--- config.mk ---
export PLATFORM = sky130hd
export DESIGN_NAME = seven_led_scan_n
export DESIGN_NICKNAME = d
export VERILOG_FILES = /design/src/rtl/seven_led_scan_n.sv
export SDC_FILE = /design/constraint.sdc
export NUM_CORES = 1
export LEC_CHECK = 0
export ABC_AREA = 1
export BUFFER_PORTS_ARGS = -buffer_cell sky130_fd_sc_hd__buf_2
export CORE_MARGIN = 4
export CORE_UTILIZATION = 40
export CTS_CLUSTER_SIZE = 10
export DETAILED_ROUTE_END_ITERATION = 7
export SLEW_MARGIN = 15
export SYNTH_ARGS = -nofsm -noshare
export SYNTH_HDL_FRONTEND = slang
export SYNTH_SLANG_ARGS = --single-unit
--- constraint.sdc ---
create_clock -name i_clock -period 4.4 [get_ports i_clock]
set_input_delay 0.22 -clock i_clock [delete_from_list [all_inputs] [get_ports i_clock]]
set_output_delay 0.22 -clock i_clock [all_outputs]
set_load 0.02 [all_outputs]
--- src/rtl/seven_led_scan_n.sv ---
// Multiplexed common-anode seven-segment scanner: per-digit register file, hex font,
// decimal point, blank/blink, brightness PWM, anti-ghosting guard and a frame strobe.
module seven_led_scan_n #(
    parameter int unsigned DIGITS       = 4,
    parameter int unsigned SCAN_DIV     = 56840,
    parameter int unsigned GUARD        = 64,
    parameter int unsigned BRIGHT_W     = 3,
    parameter int unsigned BLINK_FRAMES = 128,
    parameter int unsigned IDX_W        = 2
) (
    input  logic                i_clock,
    input  logic                i_reset,
    input  logic                i_wr,
    input  logic [IDX_W-1:0]    i_wr_idx,
    input  logic [7:0]          i_wr_data,
    input  logic [BRIGHT_W-1:0] i_bright,
    output logic [7:0]          o_seg,
    output logic [DIGITS-1:0]   o_dig,
    output logic                o_frame
);
    localparam int unsigned SLOT_W  = $clog2(SCAN_DIV);
    localparam int unsigned ON_W    = SLOT_W + 1;
    localparam int unsigned FRAME_W = $clog2(BLINK_FRAMES + 1);
    localparam int unsigned ON_UNIT = (SCAN_DIV - GUARD) >> BRIGHT_W;

    logic [SLOT_W-1:0]  r_slot_cnt;
    logic [IDX_W-1:0]   r_dig_idx;
    logic [FRAME_W-1:0] r_frame_cnt;
    logic               r_blink_phase;
    logic [7:0]         r_digit [DIGITS];
    logic [7:0]         r_snap;
    logic [ON_W-1:0]    r_on;
    logic [7:0]         r_seg;
    logic [DIGITS-1:0]  r_dig;
    logic               r_frame;

    logic              w_slot_start;
    logic              w_slot_end;
    logic              w_frame_end;
    logic [DIGITS-1:0] w_wr_hit;
    logic [7:0]        w_cur;
    logic [7:0]        w_snap;
    logic [7:0]        w_font;
    logic [7:0]        w_seg_next;
    logic [DIGITS-1:0] w_dig_next;
    logic [ON_W-1:0]   w_on_calc;
    logic [ON_W-1:0]   w_on;
    logic [ON_W-1:0]   w_pos;
    logic              w_lit;
    logic              w_blanked;

    assign w_slot_start = (r_slot_cnt == '0);
    assign w_slot_end   = (r_slot_cnt == SLOT_W'(SCAN_DIV - 1));
    assign w_frame_end  = w_slot_end && (r_dig_idx == IDX_W'(DIGITS - 1));

    // Write decode; indices >= DIGITS match no entry and are dropped.
    always_comb begin
        w_wr_hit = '0;
        w_cur    = r_digit[0];
        for (int k = 0; k < int'(DIGITS); k++) begin
            w_wr_hit[k] = i_wr && (i_wr_idx == IDX_W'(k));
            if (r_dig_idx == IDX_W'(k)) begin
                w_cur = r_digit[k];
            end
        end
        if (i_wr && (i_wr_idx == r_dig_idx)) begin
            w_cur = i_wr_data;
        end
    end

    always_ff @(posedge i_clock or posedge i_reset) begin
        if (i_reset) begin
            for (int k = 0; k < int'(DIGITS); k++) begin
                r_digit[k] <= 8'h20;
            end
        end else begin
            for (int k = 0; k < int'(DIGITS); k++) begin
                if (w_wr_hit[k]) begin
                    r_digit[k] <= i_wr_data;
                end
            end
        end
    end

    always_ff @(posedge i_clock or posedge i_reset) begin
        if (i_reset) begin
            r_slot_cnt    <= '0;
            r_dig_idx     <= '0;
            r_frame_cnt   <= '0;
            r_blink_phase <= 1'b0;
        end else if (w_slot_end) begin
            r_slot_cnt <= '0;
            r_dig_idx  <= w_frame_end ? '0 : r_dig_idx + 1'b1;
            if (w_frame_end) begin
                if (r_frame_cnt == FRAME_W'(BLINK_FRAMES - 1)) begin
                    r_frame_cnt   <= '0;
                    r_blink_phase <= ~r_blink_phase;
                end else begin
                    r_frame_cnt <= r_frame_cnt + 1'b1;
                end
            end
        end else begin
            r_slot_cnt <= r_slot_cnt + 1'b1;
        end
    end

    assign w_on_calc = ON_W'(ON_UNIT * (32'(i_bright) + 32'd1));

    always_ff @(posedge i_clock or posedge i_reset) begin
        if (i_reset) begin
            r_snap <= 8'h20;
            r_on   <= '0;
        end else if (w_slot_start) begin
            r_snap <= w_cur;
            r_on   <= w_on_calc;
        end
    end

    // During the slot-start cycle the snapshot is still being loaded, so bypass it.
    assign w_snap = w_slot_start ? w_cur : r_snap;
    assign w_on   = w_slot_start ? w_on_calc : r_on;
    assign w_pos  = {1'b0, r_slot_cnt};
    assign w_lit  = (w_pos >= ON_W'(GUARD)) && (w_pos < ON_W'(GUARD) + w_on);

    always_comb begin
        w_font = 8'hFF;
        unique case (w_snap[3:0])
            4'h0: w_font = 8'hC0;
            4'h1: w_font = 8'hF9;
            4'h2: w_font = 8'hA4;
            4'h3: w_font = 8'hB0;
            4'h4: w_font = 8'h99;
            4'h5: w_font = 8'h92;
            4'h6: w_font = 8'h82;
            4'h7: w_font = 8'hF8;
            4'h8: w_font = 8'h80;
            4'h9: w_font = 8'h90;
            4'hA: w_font = 8'h88;
            4'hB: w_font = 8'h83;
            4'hC: w_font = 8'hC6;
            4'hD: w_font = 8'hA1;
            4'hE: w_font = 8'h86;
            4'hF: w_font = 8'h8E;
            default: w_font = 8'hFF;
        endcase
    end

    assign w_blanked = w_snap[5] || (w_snap[6] && r_blink_phase);

    always_comb begin
        w_seg_next = 8'hFF;
        w_dig_next = '1;
        if (w_lit) begin
            w_dig_next = ~(DIGITS'(1) << r_dig_idx);
            if (!w_blanked) begin
                w_seg_next = {~w_snap[4], w_font[6:0]};
            end
        end
    end

    always_ff @(posedge i_clock or posedge i_reset) begin
        if (i_reset) begin
            r_seg   <= 8'hFF;
            r_dig   <= '1;
            r_frame <= 1'b0;
        end else begin
            r_seg   <= w_seg_next;
            r_dig   <= w_dig_next;
            r_frame <= w_slot_start && (r_dig_idx == '0);
        end
    end

    assign o_seg   = r_seg;
    assign o_dig   = r_dig;
    assign o_frame = r_frame;

endmodule

Word-level counts from Yosys, hierarchy flattened
Memories as Yosys holds them, arrays and structs flattened.
Cells that the tools add are included.
{ "word_totals": {"reg_bits": 92, "mem_bits_ro": 112, "inputBits": 16, "output_inout_bits": 13, "word_cells": 62, "mem_count": 1} }
{ "memory_table": {"columns": ["memory", "depth", "word_bits", "rd", "rd_ports_with_merged_regs", "write_ports", "line", "source"], "rows": [
  ["(name not given)", 16, 7, 1, 0, 0, "127", "unique case (w_snap[3:0])"]
]} }
{ "op_classes": {"add_sub_neg": 5, "mul": 1, "order_cmp": 2, "eq_ne": 9, "shift": 1, "n_mux": 12, "bitwise_logic": 3, "reduce_logical": 15} }
{ "ops": {"columns": ["cell", "n"], "rows": [
  ["two-way mux 7 bit", 5],
  ["two-way mux 8 bit", 3],
  ["adder 7 x 17 -> 17 bit, first input constant", 1],
  ["less-than comparator 16 x 17 -> 1 bit", 1],
  ["multiplier 13 x 4 -> 17 bit, first input constant", 1],
  ["two-way mux 17 bit", 1],
  ["adder 16 x 1 -> 16 bit, second input constant", 1],
  ["equality test 16 bit, second input constant", 1],
  [">= comparator 16 x 7 -> 1 bit, second input constant", 1],
  ["logical NOT 16 bit", 1],
  ["two-way mux 16 bit", 1],
  ["logical AND 1 bit", 9],
  ["adder 8 x 1 -> 8 bit, second input constant", 1],
  ["equality test 2 bit, second input constant", 4],
  ["equality test 8 x 7 -> 1 bit, second input constant", 1],
  ["adder 3 x 1 -> 4 bit, second input constant", 1],
  ["equality test 2 x 1 -> 1 bit, second input constant", 2],
  ["logical NOT 2 bit", 2],
  ["two-way mux 4 bit", 1],
  ["NOT 4 bit", 1],
  ["<< shifter 1 x 2 -> 4 bit, first input constant", 1],
  ["AND reduction 3 bit", 1],
  ["adder 2 x 1 -> 2 bit, second input constant", 1],
  ["equality test 2 bit", 1],
  ["4 further kinds", 5]
]} }

Logic depth before layout (Yosys ltp)
Gate-level depths: netlist of the first run.
{ "logic_depth": {"word_depth": 10, "depth_mapped": 34} }

Least setup slack after synthesis of the first run
Ideal clock, no wire load.
{ "synth_path": {"path_type": "in2reg", "start": "in i_bright[0]", "end": "reg r_seg[0] (netlist: o_seg[0])", "setup_time_ns": 0.100, "arrival_ns": 4.324, "path_slack_ns": -0.024, "path_stages": 30, "cell_sequence": "ha_1 xnor2_1 inv_1 ha_1 inv_1 fa_1 inv_1 ha_1 buf_4 xnor2_1 nand2_1 o21ai_1 inv_1 ha_1 nand3_1 nor2_2 nand3_2 xor2_1 ha_1 nand2_1 nor2_1 a211oi_1 nand2_1 nand2_1 nand2_1 nand2_1 nand2_1 nand2_2 buf_6 nand3_2"} }
{ "synth_between": {"elab_chain_cells": 7} }
{ "synth_lines": {"columns": ["element", "line", "source"], "rows": [
  ["from (decl)", "16", "input logic [BRIGHT_W-1:0] i_bright,"],
  ["adder 3 x 1 -> 4 bit", "107", "assign w_on_calc = ON_W'(ON_UNIT * (32'(i_bright) + 32'd1));"],
  ["multiplier 13 x 4 -> 17 bit", "107", null],
  ["two-way mux 17 bit", null, null],
  ["named net w_on[7]", "47", "logic [ON_W-1:0] w_on;"],
  ["adder 7 x 17 -> 17 bit", "123", "assign w_lit = (w_pos >= ON_W'(GUARD)) && (w_pos < ON_W'(GUARD) + w_on);"],
  ["less-than comparator 16 x 17 -> 1 bit", "123", null],
  ["logical AND 1 bit", "123", null],
  ["two-way mux 8 bit", "153", "if (w_lit) begin"],
  ["named net w_seg_next[0]", "44", "logic [7:0] w_seg_next;"],
  ["to (signal assigned)", "167", "r_seg <= w_seg_next;"],
  ["to (decl)", "33", "logic [7:0] r_seg;"]
]} }
The timed path passes the listed nets, and every way through them passes these cells.
A chain may end at the register's enable or synchronous reset.

Final worst setup path of the first run
{ "layout_path": {"start": "in i_bright[1]", "end": "reg r_seg[2] (netlist: o_seg[2])"} }
The elaborated chain is that of the path after synthesis.

==> reports/metrics.yaml, run 1 <==
cp_top_family: "adder cells"
power-per-cell-area_mw_per_mm2: 381
grt.total_usage_pct: 16.3
hp-class: "in -> async"
timing.fmax_mhz: 239
num_vias: 4895
fin_cells: 1009
fill_cells: 1443
synth_cell_type_count: 48
nNetsFinal: 892
clock_latency_ns: 0.36
grt_pass1_vias: 4561
fp.dieArea_mm2: 0.0169
tightest_slew_ns: 0.747
skew_ns: 0.0127
die_h_um: 130
cts.htree.levels: 3
dp_hpwl_um: 9670
cap_violations: 0
required_ns: 4.65
final_cell_mix: "170 x nand2_1, 103 x inv_1, 75 x dfrtp_1"
cts-hold-fix-buffers: 0
cts_buffers: 9
crit_path_end_kind: "flip-flop"
multi_input_area_mm2: 0.00323
clk_path_buf_depth: 2
synth_fp_nets: 826
setup_violations: 0
netlist_area_mm2: 0.00594
gp_congestion: 0.874
seq_area_frac_synth_pct: 39.1
min_period_over_period_pct: 95.1
drt-wirelength-per-cell_um: 12.9
peakVddDrop_v: 0.000177
syn_to_final_growth_pct: 17.9
ios: 29
rows: 44
grt.overflow.total: 0
diodes: 0
grt_max_degree: 61
path_buf_inv: 5
routed_wl_um: 13100
dieWidth_um: 130
ys_ff_latch: 92
antenna_found_initial: 0
grt_pass1_wl_um: 22200
worstSetupStartpointType: "input pin"
avgViaCountPerCell: 4.85
synthCells: 754
avgSynthCellArea_um2: 7.87
path_max_fanout: 6
setup_slack_ns: 0.215
dp_slack_ns: -0.288
crit_arrival_ns: 4.44
remaining_drc_errors: 0
ys_warn_count: 0
core_mm2: 0.0145
slew_violations: 0
path_class: "in -> reg"
relSlewSlack_pct: 49.7
start_util_pct: 40.8
io_buffers: 27
clkTransAtPathRegs_ns: 0.07
first_pass_iters: 5
register_area_mm2: 0.00232
drive_gt1_share_pct: 19.8
crit_path_max_incr_delay_ns: 0.60
final-hold-violation-count: 0
postRouteAntennaNets: 0
clkSinkCount: 92
drt_iter0_drc: 325
final_common_cell: "nand2_1"
root_buffer: "clkbuf_16"
p_leak_nw: 3.53
crit_top_cell: "nand2_1"
dp_cells: 990
cts_tree: "yes"
slowest_stage: "fa_1"
status: "completed"
fin_total_pwr_mw: 2.67
min_period_ns: 4.18
-- cells by family after synthesis --
kind of cell	synth area share (%)
buffers and inverters	8.81
adder cells (fa/ha/maj)	12.4
XOR/XNOR	3.25
multiplexers	0.169
other	0.0632
flip-flops	39.1
AND/OR/NAND/NOR	25.4
AO/OA/AOI/OAI	10.8
-- per-stage QoR --
stage          hold slack [ns]  TNS, ns  instance area (um2)  utilization [%]
2_1_floorplan            0.376        0                 5940                -
3_3_place_gp             0.420    -2.29                 6530             44.9
3_5_place_dp             0.422    -3.18                 6530             44.9
4_1_cts                 0.0467        0                 6830             47.0
5_1_grt                 0.0950   -0.180                 7000             48.2
6_report                0.0134        0                 7000             48.2
-- power by group --
group | total (mW) | internal, mW | switching, mW
sequential | 0.978 | 0.945 | 0.0329
clock | 0.781 | 0.403 | 0.377
combinational | 0.908 | 0.397 | 0.511
-- flip-flops by register name (all words and copies together) (netlist names) --
register,count
r_blink_phase,1
r_frame_cnt,8
r_slot_cnt,16
o_dig,4
r_dig_idx,2
r_digit,28
r_snap,7
o_frame,1
r_on,17
o_seg,8
-- cell usage after synthesis, drive strengths merged --
library cell | n | share of area, %
a211oi | 2 | 0.25
a21o | 2 | 0.25
a21oi | 34 | 3.1
a2bb2oi | 1 | 0.15
a31oi | 1 | 0.11
and2 | 1 | 0.11
and3 | 1 | 0.11
buf | 9 | 1.3
clkbuf | 7 | 0.44
clkinv | 1 | 0.063
conb | 1 | 0.063
dfrtp | 75 | 32
dfstp | 17 | 7.5
fa | 5 | 1.7
ha | 51 | 11
inv | 110 | 7.0
mux2i | 1 | 0.17
nand2 | 181 | 12
nand3 | 51 | 5.3
nand3b | 2 | 0.25
nand4 | 10 | 1.1
nor2 | 70 | 4.9
nor3 | 14 | 1.2
nor3b | 1 | 0.13
nor4 | 1 | 0.11
o211ai | 1 | 0.13
o21a | 1 | 0.13
o21ai | 71 | 6.0
o22ai | 5 | 0.53
o31ai | 1 | 0.13
or2 | 4 | 0.42
xnor2 | 5 | 0.74
xor2 | 17 | 2.5
-- what timing repair did --
| item | in CTS | in global routing |
|---|---|---|
| setup buffers | 0 | 2 |
| endpoints found under the setup margin | 0 | 12 |
| resized for setup | 0 | 26 |
-- layout make-up --
class,instances,area share (%)
Multi-Input combinational cell,535,46.1
Sequential cell,92,33.2
Timing Repair Buffer,71,7.11
Inverter,111,6.06
Tap cell,184,3.29
Clock buffer,9,3.22
Clock inverter,7,1.00
-- worst paths after layout --
check	start	end	slack [ns]	cells past startpoint
max	i_bright[1]	o_seg[2]$_DFF_PP1_	0.22	30
max reg2reg	r_slot_cnt[0]$_DFF_PP0_	o_seg[2]$_DFF_PP1_	0.77	25
max in group asynchronous	i_reset	o_seg[2]$_DFF_PP1_	3.45	3
min reg2reg	r_slot_cnt[0]$_DFF_PP0_	r_slot_cnt[0]$_DFF_PP0_	0.48	1
min	i_reset	r_frame_cnt[6]$_DFFE_PP0P_	0.01	2
min in group i_clock	i_wr_data[5]	r_digit[21]$_DFFE_PP1P_	0.16	3
-- layer usage --
| metal | vias to the layer above | track usage, % | part of all wire, % | wire (um) |
|---|---|---|---|---|
| met3 | 11 | 2.87 | 3.3 | 428 |
| met5 | - | 0 | 0 | 0 |
| met4 | 0 | 3.67 | 0.88 | 115 |
| met2 | 75 | 24.4 | 44 | 5750 |
| met1 | 2248 | 24.6 | 52 | 6770 |
| li1 | 2561 | - | - | - |
(Power assumes the default switching activity.)
==> run 2, diff against run 1 <==
- RECOVER_POWER: unset -> 50
- clock period: 4.4 -> 3.5 ns (I/O delays scaled with it)
==> run 2 against run 1 <==
Against the previous run: the run now ends with max-capacitance violations, max-slew violations, negative setup slack left; sequential power is 27% higher; largest power group is now combinational cells; critical endpoint is now o_seg[4]$_DFF_PP1_; flip-flop and latch count unchanged; combinational power increased by 56%; routed wire length rose by 11%; non-clock buffer count up 39; sequential share of layout area fell by 2.1 points; clock power up 29%.
==> reports/metrics.yaml, run 2 (synthesis results as in run 1) <==
grt.total_usage_pct: 18.0  # +1.7 points
use_met1_pct: 23.7  # -0.93 points
hp-class: "in -> reg"
grt_pass1_vias: 5186  # +14%
fin_cells: 1048  # +3.9%
max_flop_register: "r_digit"
clk_path_buf_depth: 2  # unchanged
final_cell_mix: "162 x nand2_1, 95 x inv_1, 75 x dfrtp_1"
largest_reg_flops: 28  # unchanged
relSlewSlack_pct: -54.7  # -100 points
io_buffers: 27  # unchanged
fill_cells: 1354  # -6.2%
dp_cells: 1009  # +1.9%
min_period_over_period_pct: 117
final-hold-violation-count: 0  # unchanged
rsz0062_at_grt: "true"
grt_pass1_wl_um: 24500  # +10%
busiest_layer: "met2"
met3_usage_pct: 3.32  # +0.45 points
fin_total_pwr_mw: 3.67  # +38%
skew_ns: 0.00600  # -0.00674 ns
rows: 44  # unchanged
setup_slack_ns: -0.580  # -0.795 ns
syn_to_final_growth_pct: 25.7
failed_checks: "max-capacitance violations, max-slew violations, negative setup slack"
root_buffer: "clkbuf_16"
avgViaCountPerCell: 5.01  # +3.2%
crit_path_end_kind: "flip-flop"
tns_ns: -6.72  # -6.72 ns
cts_tree: "yes"
crit_arrival_ns: 4.33  # -0.11 ns
p_leak_nw: 3.74  # +5.8%
status: "complete, but fails checks"
crit_path_max_incr_delay_ns: 0.51  # -0.09 ns
required_ns: 3.75  # -0.90 ns
final_common_cell: "nand2_1"
dieWidth_um: 130  # unchanged
crit_top_cell: "nand2_1"
tightest_slew_ns: 2.32  # +1.57 ns
core_mm2: 0.0145  # unchanged
timing.fmax_mhz: 245
drt-wirelength-per-cell_um: 13.9  # +7.2%
use_met2_pct: 30.4  # +5.9 points
antenna_found_initial: 0  # unchanged
ios: 29  # unchanged
gp_congestion: 0.910  # +4.1%
grt.overflow.total: 0  # unchanged
cts_buffers: 9  # unchanged
nNetsFinal: 931  # +4.4%
path_max_fanout: 8  # +2
peakVddDrop_v: 0.000269  # +52%
power-per-cell-area_mw_per_mm2: 492  # +29%
fp.dieArea_mm2: 0.0169  # unchanged
slew_violations: 93  # +93
path_class: "in -> reg"
first_pass_iters: 5  # unchanged
min_period_ns: 4.08
slowest_stage: "fa_1"
drive_gt1_share_pct: 26.4  # +6.6 points
clkTransAtPathRegs_ns: 0.07  # about the same
clock_latency_ns: 0.35  # about the same
worstSetupStartpointType: "input pin"
clkSinkCount: 92  # unchanged
num_vias: 5247  # +7.2%
cap_violations: 1  # +1
die_h_um: 130  # unchanged
routed_wl_um: 14500  # +11%
setup_violations: 12  # +12
grt_max_degree: 93  # +52%
remaining_drc_errors: 0  # unchanged
diodes: 0  # unchanged
start_util_pct: 40.8  # unchanged
reg_top3: "r_digit x28, r_on x17, r_slot_cnt x16"
cts.htree.levels: 3  # unchanged
postRouteAntennaNets: 0  # unchanged
dp_hpwl_um: 10500  # +9.0%
drt_iter0_drc: 382  # +18%
## run 2: cell types whose count changed in the layout (fill, tap and decap cells not counted), sizes merged
cell,change
buf,+38
bufinv,+1
clkbuf,+1
clkinv,+2
clkinvlp,+1
dlygate4sd3,+1
inv,-5
## run 2: area by class of cell
| class | count | area (um2) | area share, % |
|---|---|---|---|
| multi-input combinational | 535 | 3360 | 45.0 |
| sequential | 92 | 2320 | 31.1 |
| timing repair buffer | 110 | 823 | 11.0 |
| inverter | 111 | 427 | 5.72 |
| tap | 184 | 230 | 3.09 |
| clock buffer | 10 | 229 | 3.07 |
| clock inverter | 6 | 71.3 | 0.956 |
## run 2: final timing paths
kind                       slack (ns)                         end  cells after the start                    start
setup / recovery                -0.58          o_seg[4]$_DFF_PP1_                     29              i_bright[0]
hold / removal                   0.14     r_digit[21]$_DFFE_PP1P_                      3             i_wr_data[5]
setup reg to reg                -0.06          o_seg[4]$_DFF_PP1_                     26  r_slot_cnt[0]$_DFF_PP0_
hold reg to reg                  0.48     r_slot_cnt[0]$_DFF_PP0_                      1  r_slot_cnt[0]$_DFF_PP0_
max in group asynchronous        0.91     r_digit[28]$_DFFE_PP0P_                      4                  i_reset
min in group asynchronous        1.24  r_frame_cnt[6]$_DFFE_PP0P_                      4                  i_reset
## run 2: critical path: cells and delay by family
family	cells	cell delay, ns
XOR/XNOR	3	0.43
adder cells (fa/ha/maj)	6	1.90
AND/OR/NAND/NOR	11	0.72
AO/OA/AOI/OAI	3	0.48
buffers and inverters	6	0.61
## run 2: what timing repair did
action,4_1_cts,5_1_grt
resized for setup,45,14
setup buffers,19,4
pin swaps,36,32
setup endpoints to repair,12,12
hold buffers,1,0
hold endpoints to repair,75,0
gates cloned,1,0
## run 2: power by group
part           switching, mW  internal (mW)
Clock                  0.445          0.564
Combinational          0.734          0.690
Sequential            0.0463           1.19
## run 2: stage by stage
step / hold WS (ns) / setup WS [ns] / utilization (%) / cell area, um2
2_1_floorplan: 0.331 / -0.546 / - / 6060
3_3_place_gp: 0.323 / -0.935 / 46.7 / 6790
3_5_place_dp: 0.331 / -1.09 / 46.7 / 6790
4_1_cts: 0.133 / -0.463 / 51.3 / 7450
5_1_grt: 0.172 / -0.801 / 51.3 / 7460
6_report: 0.140 / -0.580 / 51.3 / 7460
## run 2: layer usage
metal | wire (um) | share of wire (%)
met2 | 6990 | 48
met5 | 0 | 0
met4 | 234 | 1.6
met1 | 6830 | 47
met3 | 492 | 3.4
